### src/rtl/bus_ic.sv
// Two-master, three-slave bus interconnect: round-robin arbitration, page
// decode with alignment checking, and a watchdog on the slave access phase.
module bus_ic #(
   parameter logic [3:0] S0_PAGE = 4'h0,
   parameter logic [3:0] S1_PAGE = 4'h2,
   parameter logic [3:0] S2_PAGE = 4'h4,
   parameter int         TIMEOUT = 255
) (
   input  logic        bclk,
   input  logic        brst_n,
   input  logic        m0_breq,
   input  logic        m0_bstart,
   input  logic [31:0] m0_addr,
   input  logic [31:0] m0_wdata,
   input  logic [1:0]  m0_tsize,
   input  logic        m0_bwrite,
   output logic        m0_bgnt,
   output logic [31:0] m0_rdata,
   output logic        m0_bdone,
   output logic        m0_berror,
   input  logic        m1_breq,
   input  logic        m1_bstart,
   input  logic [31:0] m1_addr,
   input  logic [31:0] m1_wdata,
   input  logic [1:0]  m1_tsize,
   input  logic        m1_bwrite,
   output logic        m1_bgnt,
   output logic [31:0] m1_rdata,
   output logic        m1_bdone,
   output logic        m1_berror,
   output logic [31:0] s_addr,
   output logic [31:0] s_wdata,
   output logic [1:0]  s_tsize,
   output logic        s_bwrite,
   output logic        s_bstart,
   output logic        s0_ss,
   output logic        s1_ss,
   output logic        s2_ss,
   input  logic [31:0] s0_rdata,
   input  logic        s0_bdone,
   input  logic        s0_berror,
   input  logic [31:0] s1_rdata,
   input  logic        s1_bdone,
   input  logic        s1_berror,
   input  logic [31:0] s2_rdata,
   input  logic        s2_bdone,
   input  logic        s2_berror
);

   typedef enum logic [1:0] {IDLE, GRANT, ACCESS, RESP} state_t;

   localparam int             CW  = $clog2(TIMEOUT + 1) + 1;
   localparam logic [CW-1:0]  TMO = CW'(TIMEOUT);

   state_t        state_q;
   logic [1:0]    gnt_q;
   logic [1:0]    done_q;
   logic [1:0]    err_q;
   logic          winner_q;
   logic          last_q;
   logic [31:0]   rdata_q;
   logic [31:0]   s_addr_q;
   logic [31:0]   s_wdata_q;
   logic [1:0]    s_tsize_q;
   logic          s_bwrite_q;
   logic          s_bstart_q;
   logic [2:0]    ss_q;
   logic [CW-1:0] cnt_q;

   logic          win_breq, win_bstart, win_bwrite;
   logic [31:0]   win_addr, win_wdata;
   logic [1:0]    win_tsize;
   logic [1:0]    win_mask;
   logic [3:0]    page;
   logic [2:0]    hit;
   logic          align_err, dec_err;
   logic          pick;
   logic          sel_done, sel_err;
   logic [31:0]   sel_rdata;

   assign win_breq   = winner_q ? m1_breq   : m0_breq;
   assign win_bstart = winner_q ? m1_bstart : m0_bstart;
   assign win_addr   = winner_q ? m1_addr   : m0_addr;
   assign win_wdata  = winner_q ? m1_wdata  : m0_wdata;
   assign win_tsize  = winner_q ? m1_tsize  : m0_tsize;
   assign win_bwrite = winner_q ? m1_bwrite : m0_bwrite;
   assign win_mask   = winner_q ? 2'b10 : 2'b01;

   // Overlapping page parameters resolve to the lowest-numbered slave.
   assign page   = win_addr[31:28];
   assign hit[0] = (page == S0_PAGE);
   assign hit[1] = (page == S1_PAGE) && !hit[0];
   assign hit[2] = (page == S2_PAGE) && !hit[0] && !hit[1];

   assign align_err = (win_tsize == 2'd3)
                    | ((win_tsize == 2'd1) && win_addr[0])
                    | ((win_tsize == 2'd2) && (win_addr[1:0] != 2'b00));
   assign dec_err   = align_err | (hit == 3'b000);

   // With both masters requesting, the one not served last wins.
   assign pick = (m0_breq && m1_breq) ? ~last_q : m1_breq;

   assign sel_done = |(ss_q & {s2_bdone, s1_bdone, s0_bdone});

   always_comb begin
      sel_rdata = '0;
      sel_err   = 1'b0;
      if (ss_q[0]) begin
         sel_rdata = s0_rdata;
         sel_err   = s0_berror;
      end else if (ss_q[1]) begin
         sel_rdata = s1_rdata;
         sel_err   = s1_berror;
      end else if (ss_q[2]) begin
         sel_rdata = s2_rdata;
         sel_err   = s2_berror;
      end
   end

   always_ff @(posedge bclk or negedge brst_n) begin
      if (!brst_n) begin
         state_q    <= IDLE;
         gnt_q      <= '0;
         done_q     <= '0;
         err_q      <= '0;
         winner_q   <= 1'b0;
         last_q     <= 1'b1;
         rdata_q    <= '0;
         s_addr_q   <= '0;
         s_wdata_q  <= '0;
         s_tsize_q  <= '0;
         s_bwrite_q <= 1'b0;
         s_bstart_q <= 1'b0;
         ss_q       <= '0;
         cnt_q      <= '0;
      end else begin
         case (state_q)
            IDLE: begin
               if (m0_breq || m1_breq) begin
                  winner_q <= pick;
                  gnt_q    <= pick ? 2'b10 : 2'b01;
                  state_q  <= GRANT;
               end
            end
            GRANT: begin
               if (!win_breq) begin
                  gnt_q   <= '0;
                  state_q <= IDLE;
               end else if (win_bstart) begin
                  s_addr_q   <= win_addr;
                  s_wdata_q  <= win_wdata;
                  s_tsize_q  <= win_tsize;
                  s_bwrite_q <= win_bwrite;
                  if (dec_err) begin
                     rdata_q <= '0;
                     err_q   <= win_mask;
                     done_q  <= win_mask;
                     state_q <= RESP;
                  end else begin
                     ss_q       <= hit;
                     s_bstart_q <= 1'b1;
                     cnt_q      <= '0;
                     state_q    <= ACCESS;
                  end
               end
            end
            ACCESS: begin
               s_bstart_q <= 1'b0;
               // A response arriving on the timeout cycle still wins.
               if (sel_done) begin
                  rdata_q <= sel_rdata;
                  err_q   <= win_mask & {2{sel_err}};
                  done_q  <= win_mask;
                  ss_q    <= '0;
                  state_q <= RESP;
               end else if (cnt_q == TMO) begin
                  rdata_q <= '0;
                  err_q   <= win_mask;
                  done_q  <= win_mask;
                  ss_q    <= '0;
                  state_q <= RESP;
               end else begin
                  cnt_q <= cnt_q + 1'b1;
               end
            end
            RESP: begin
               done_q  <= '0;
               err_q   <= '0;
               rdata_q <= '0;
               gnt_q   <= '0;
               last_q  <= winner_q;
               state_q <= IDLE;
            end
            default: state_q <= IDLE;
         endcase
      end
   end

   assign m0_bgnt   = gnt_q[0];
   assign m1_bgnt   = gnt_q[1];
   assign m0_bdone  = done_q[0];
   assign m1_bdone  = done_q[1];
   assign m0_berror = err_q[0];
   assign m1_berror = err_q[1];
   assign m0_rdata  = rdata_q;
   assign m1_rdata  = rdata_q;
   assign s_addr    = s_addr_q;
   assign s_wdata   = s_wdata_q;
   assign s_tsize   = s_tsize_q;
   assign s_bwrite  = s_bwrite_q;
   assign s_bstart  = s_bstart_q;
   assign s0_ss     = ss_q[0];
   assign s1_ss     = ss_q[1];
   assign s2_ss     = ss_q[2];

endmodule

### config.mk
export PLATFORM = sky130hd
export DESIGN_NAME = bus_ic
export DESIGN_NICKNAME = d
export VERILOG_FILES = /design/src/rtl/bus_ic.sv
export SDC_FILE = /design/constraint.sdc
export NUM_CORES = 1
export LEC_CHECK = 0
export ABC_AREA = 1
export BUFFER_PORTS_ARGS = -buffer_cell sky130_fd_sc_hd__buf_4
export CAP_MARGIN = 20
export CORE_AREA = 4 4 145 147
export CTS_CLUSTER_SIZE = 40
export DETAILED_ROUTE_END_ITERATION = 8
export DIE_AREA = 0 0 149 151
export GPL_TIMING_DRIVEN = 0
export PLACE_DENSITY = 0.7
export SETUP_SLACK_MARGIN = 0.15
export SKIP_LAST_GASP = 1
export SYNTH_ARGS = -nofsm -noshare
export SYNTH_HDL_FRONTEND = slang
export SYNTH_SLANG_ARGS = --single-unit
### constraint.sdc
create_clock -name bclk -period 1.9 [get_ports bclk]
set_input_delay 0.475 -clock bclk [delete_from_list [all_inputs] [get_ports bclk]]
set_output_delay 0.475 -clock bclk [all_outputs]
set_load 0.005 [all_outputs]
## Word-level counts from Yosys, hierarchy flattened

Index checks and enable logic that the tools add are counted.

- Flip-flop bits (word level): 122

- Add/sub/neg operators: 1
- Reduce and logical (&&, ||, !) cells: 25
- Eq/ne operators: 19
- Bitwise operators: 6
- Mux-type cells: 55

Operators by type and width:

| operator | number |
|---|---|
| two-way mux 32 bit | 10 |
| case mux 32 bit (3 select lines) | 1 |
| two-way mux 9 bit | 5 |
| two-way mux 2 bit | 16 |
| case mux 2 bit (3 select lines) | 3 |
| case mux 9 bit (2 select lines) | 1 |
| != test 2 bit (second input constant) | 8 |
| two-way mux 3 bit | 5 |
| two-way mux 1 bit | 11 |
| AND reduction 5 bit | 2 |
| adder 9 x 1 -> 9 bit (second input constant) | 1 |
| == test 9 x 8 -> 1 bit (second input constant) | 1 |
| AND reduction 3 bit | 3 |
| == test 2 bit (second input constant) | 4 |
| case mux 2 bit (4 select lines) | 1 |
| logical AND 1 bit | 6 |
| != test 3 bit (second input constant) | 2 |
| case mux 3 bit (2 select lines) | 1 |
| AND reduction 6 bit | 1 |
| nonzero test 3 bit | 2 |
| == test 2 x 1 -> 1 bit (second input constant) | 2 |
| == test 4 x 2 -> 1 bit (second input constant) | 1 |
| == test 4 x 3 -> 1 bit (second input constant) | 1 |
| zero test 4 bit | 1 |
| 13 further kinds | 17 |

## Logic depth before layout (Yosys ltp)

- Depth after elaboration: 12
- Gate-level depth with buffers: 14
- Mapped depth without buffers: 13

## Least setup slack after synthesis

OpenSTA, ideal clock, no wires.

- Path kind: register to register
- Start point: register cnt_q[0]
- End point: register cnt_q[7]
- Library setup time: 0.118 ns
- Cell stages (with the launch flop): 14
- Path slack: 0.082 ns
- Clock period less this slack: 1.818 ns
- Data arrival time: 1.701 ns
- Cells stage by stage: dfrtp_1 -> ha_1 -> nand2_1 -> nor2_1 -> nand2_1 -> nor2_1 -> ha_1 -> nor2_1 -> nand2_1 -> nand2_2 -> nand2_4 -> buf_6 -> nand2_1 -> o21ai_2

- Longest elaborated chain between the ends: 4

Ends and longest elaborated chain:

| item | RTL line | text |
|---|---|---|
| start, declared | 68 | `logic [CW-1:0] cnt_q;` |
| start signal, assigned | 183 | `cnt_q <= cnt_q + 1'b1;` |
| adder 9 x 1 -> 9 bit | 183 |  |
| two-way mux 9 bit | 176 | `end else if (cnt_q == TMO) begin` |
| two-way mux 9 bit | 170 | `if (sel_done) begin` |
| case mux 9 bit (2 select lines) | 137 | `case (state_q)` |

Parallel ways exist; a longest one is shown, timed or not. The select of a mux whose other input is x is not followed.
A chain may end at the register's enable or synchronous reset.

## Worst setup path after layout

- Start point: register winner_q
- End point: register s_wdata_q[30], in the netlist s_wdata[30]

- Longest elaborated chain between the ends: 2

Ends and longest elaborated chain:

| item | RTL line | text |
|---|---|---|
| start, declared | 59 | `logic winner_q;` |
| start signal, assigned | 140 | `winner_q <= pick;` |
| two-way mux 1 bit (on tied branches) | 81, 82 |  |
| AND reduction 3 bit (no line) | -- |  |
| end signal, assigned | 151 | `s_wdata_q <= win_wdata;` |
| end, declared | 63 | `logic [31:0] s_wdata_q;` |

Parallel ways exist; a longest one is shown, timed or not.

==> results.toml <==
[clock_network]
cts_inserted_buffers = 17
cts.sinks = 122
clock-root-buffer = "clkbuf_16"
clk_path_buf_depth = 2
insertion_delay_ns = 0.42
hold_buffers = 0
cts_tree = "yes"
clk_pin_slew_ns = 0.06
ctsHtreeMaxLevel = 4

[global_route]
grt_pass1_wl_um = 38600
grt.overflow.total = 0
first_global_vias = 7125
grt_max_degree = 71
track_usage_pct = 21.7
antenna_found_initial = 0

[worst_setup_path]
path_depth = 12
path_cells = "inv_2 -> buf_6 -> buf_12 -> nand2_8 -> nand2_4 -> nand2_4 -> nor2_4 -> clkinv_4 -> clkbuf_16 -> clkbuf_16 -> nand2_2 -> o31ai_2"
critPathLaunchType = "flop"
path_delay_family = "buffers and inverters"
path_class = "reg2reg"
required_ns = 2.20
rr_worst_depth = 12
slowest_delay_ns = 0.44
cp_max_fo = 7
cp_num_buf_inv = 6
end_kind = "flop"
critPathSlowestCell = "dfrtp_2"
crit_arrival_ns = 2.14

[drt]
vias_per_cell = 4.85
dr.pass1.iters = 6
drt-wirelength-per-cell_um = 17.5
drt_iter0_drc = 318
num_vias = 7610
drcViolationCount = 0
wirelength_um = 27500
antenna_left = 0

[synth]
avgSynthCellArea_sq_um = 7.77
synth_cell_types = 29
synth-seq-cells = 122
synth_top_area_share_pct = 46.3
synth_area_sq_um = 6540
syn-num-nets = 1086
syn_inst = 842
yosys-top-cells-area = "dfrtp_1 (46%), nand2_1 (16%), nor2_1 (7.2%)"
synth_seq_area_share_pct = 46.7
yosysWarnings = 0
synth_top_area_cell = "dfrtp_1"

[floorplanning]
dieArea_sq_um = 22500
core_area_sq_um = 19900
start_util_pct = 32.9
dieWidth_um = 149
io_pins = 383
row_count = 52
die_y_um = 151

[sta]
timing.final.ws_setup_ns = 0.0512
fin_crit_sh_pct = 97.3
worstMarginPinSlew_ns = 0.595
finClkSkew_ns = 0.00911
drv_slew = 0
rsz0062_at_grt = "yes"
period_minus_slack_ns = 1.85
hold_violations = 0
maxSlewHeadroom_pct = 60.4
whs_ns = 0.00511
setup_viol = 0
timing.fmax_mhz = 541

[cells_and_area]
diodes = 0
final_layout_size_suffix_gt1_share_pct = 50.2
syn2layout_area_growth_pct = 77.7
final_nets = 1529

[place]
place_ws_ns = -0.0675
place_congestion = 0.839
portBuffers = 382
place_hpwl_um = 19800

[run_status]
status = "complete, no violations"

[worst_hold_path]
hold_class = "in2async"

[pwr]
ir_drop_v = 0.000683
cellLeakagePower_nw = 6.03
p_per_area_nw_per_um2 = 1240

[job]
cap_violations = 0
==> synthesized netlist by cell type <==
| cell | instances |
|---|---|
| nand2_1 | 284 |
| nor2_1 | 126 |
| dfrtp_1 | 121 |
| o31ai_1 | 59 |
| o21ai_0 | 47 |
| buf_4 | 37 |
| a22oi_1 | 32 |
| inv_1 | 28 |
| clkbuf_1 | 25 |
| buf_2 | 13 |
| nand3_1 | 12 |
| buf_6 | 9 |
| o21ai_2 | 7 |
| or2_2 | 7 |
| o21ai_1 | 5 |
| a21oi_1 | 4 |
| nand2_2 | 4 |
| nor3_1 | 4 |
| nand4_1 | 3 |
| a31oi_1 | 2 |
| ha_1 | 2 |
| inv_2 | 2 |
| nand3_2 | 2 |
| nor2_2 | 2 |
| a21oi_2 | 1 |
| dfstp_2 | 1 |
| nand2_4 | 1 |
| xnor2_1 | 1 |
| xor2_1 | 1 |
==> worst register-to-register path, cell delays in order, from the launching register on <==
cell	delay [ns]
dfrtp_2	0.44
inv_2	0.09
buf_6	0.12
buf_12	0.12
nand2_8	0.05
nand2_4	0.06
nand2_4	0.07
nor2_4	0.14
clkinv_4	0.15
clkbuf_16	0.21
clkbuf_16	0.16
nand2_2	0.06
o31ai_2	0.06
==> state kept, by name (all words and copies together), names as in the netlist, named ones only <==
signal and cells:
s_bstart 1, gnt_q 2, s_wdata 32, cnt_q 9
s_bwrite 1, s_tsize 2, state_q 1, err_q 2
ss_q 3, done_q 2, last_q 1, m0_rdata 32
s_addr 32, winner_q 1
==> cell usage in the layout (no fill, tap or decap), types with 7 or more instances in the layout <==
cell,count
o31ai_1,28
inv_1,27
nand3_1,10
o31ai_2,27
buf_4,444
o21ai_1,7
o21ai_0,42
nor2_1,123
or2_2,7
clkbuf_2,7
nand2_1,224
dfrtp_1,120
a22oi_1,32
nand2_2,38
nand2_4,25
o21ai_2,9
clkbuf_1,18
buf_6,13
clkbuf_16,23
==> cells by family after synthesis <==
| group | share of synthesized area, % |
|---|---|
| flip-flops | 46.7 |
| AND/OR/NAND/NOR | 26.7 |
| buffers and inverters | 9.94 |
| XOR/XNOR | 0.268 |
| adder cells (fa/ha/maj) | 0.382 |
| AO/OA/AOI/OAI | 16.0 |
==> layer usage <==
metal | global-route usage, % | share of wire (%)
met1 | 26.9 | 39
met2 | 37.2 | 52
met3 | 5.03 | 6.3
met4 | 7.55 | 2.8
met5 | 0 | 0
==> where the power goes <==
group,switching [mW],internal (mW),total (mW)
Clock,1.20,2.43,3.63
Combinational,3.41,3.34,6.75
Sequential,0.656,3.43,4.09
==> stage by stage <==
stage	utilization (%)	power, mW	instances	TNS, ns	instance area (sq um)
after global placement	49.0	8.86	1494	-9.97	9750
after floorplan	-	6.38	842	0	6550
after global routing	58.4	15.3	1568	-1.11	11600
after CTS	53.6	13.0	1539	0	10700
final	58.4	14.5	1568	0	11600
after detailed placement	49.2	8.95	1495	-1.96	9790
==> cell type report <==
cell class                      count  area [sq um]
Sequential cell                   122          3060
Multi-Input combinational cell    606          3430
Buffer                             83           657
Clock inverter                     11           191
Timing Repair inverter              1          6.26
Timing Repair Buffer              424          3370
Fill cell                        1789          8280
Clock buffer                       21           470
Inverter                           30           118
Tap cell                          270           338
==> path summary, 6_finish.rpt <==
check	from	to	slack, ns
setup / recovery	winner_q	s_wdata[30]	0.05
hold / removal	brst_n	m0_rdata[15]	0.005
setup reg to reg	winner_q	s_wdata[30]	0.05
hold reg to reg	s_addr[7]	s_addr[7]	0.48
max in group asynchronous	brst_n	s_wdata[8]	1.12
min in group bclk	m0_wdata[5]	s_wdata[5]	0.35
==> what timing repair did <==
action,CTS,global route
resized for setup,32,177
gates cloned,1,11
endpoints found under the setup margin,102,115
pin swaps,6,7
setup buffers,11,19
Note: power is estimated with default switching activity, not from simulation.
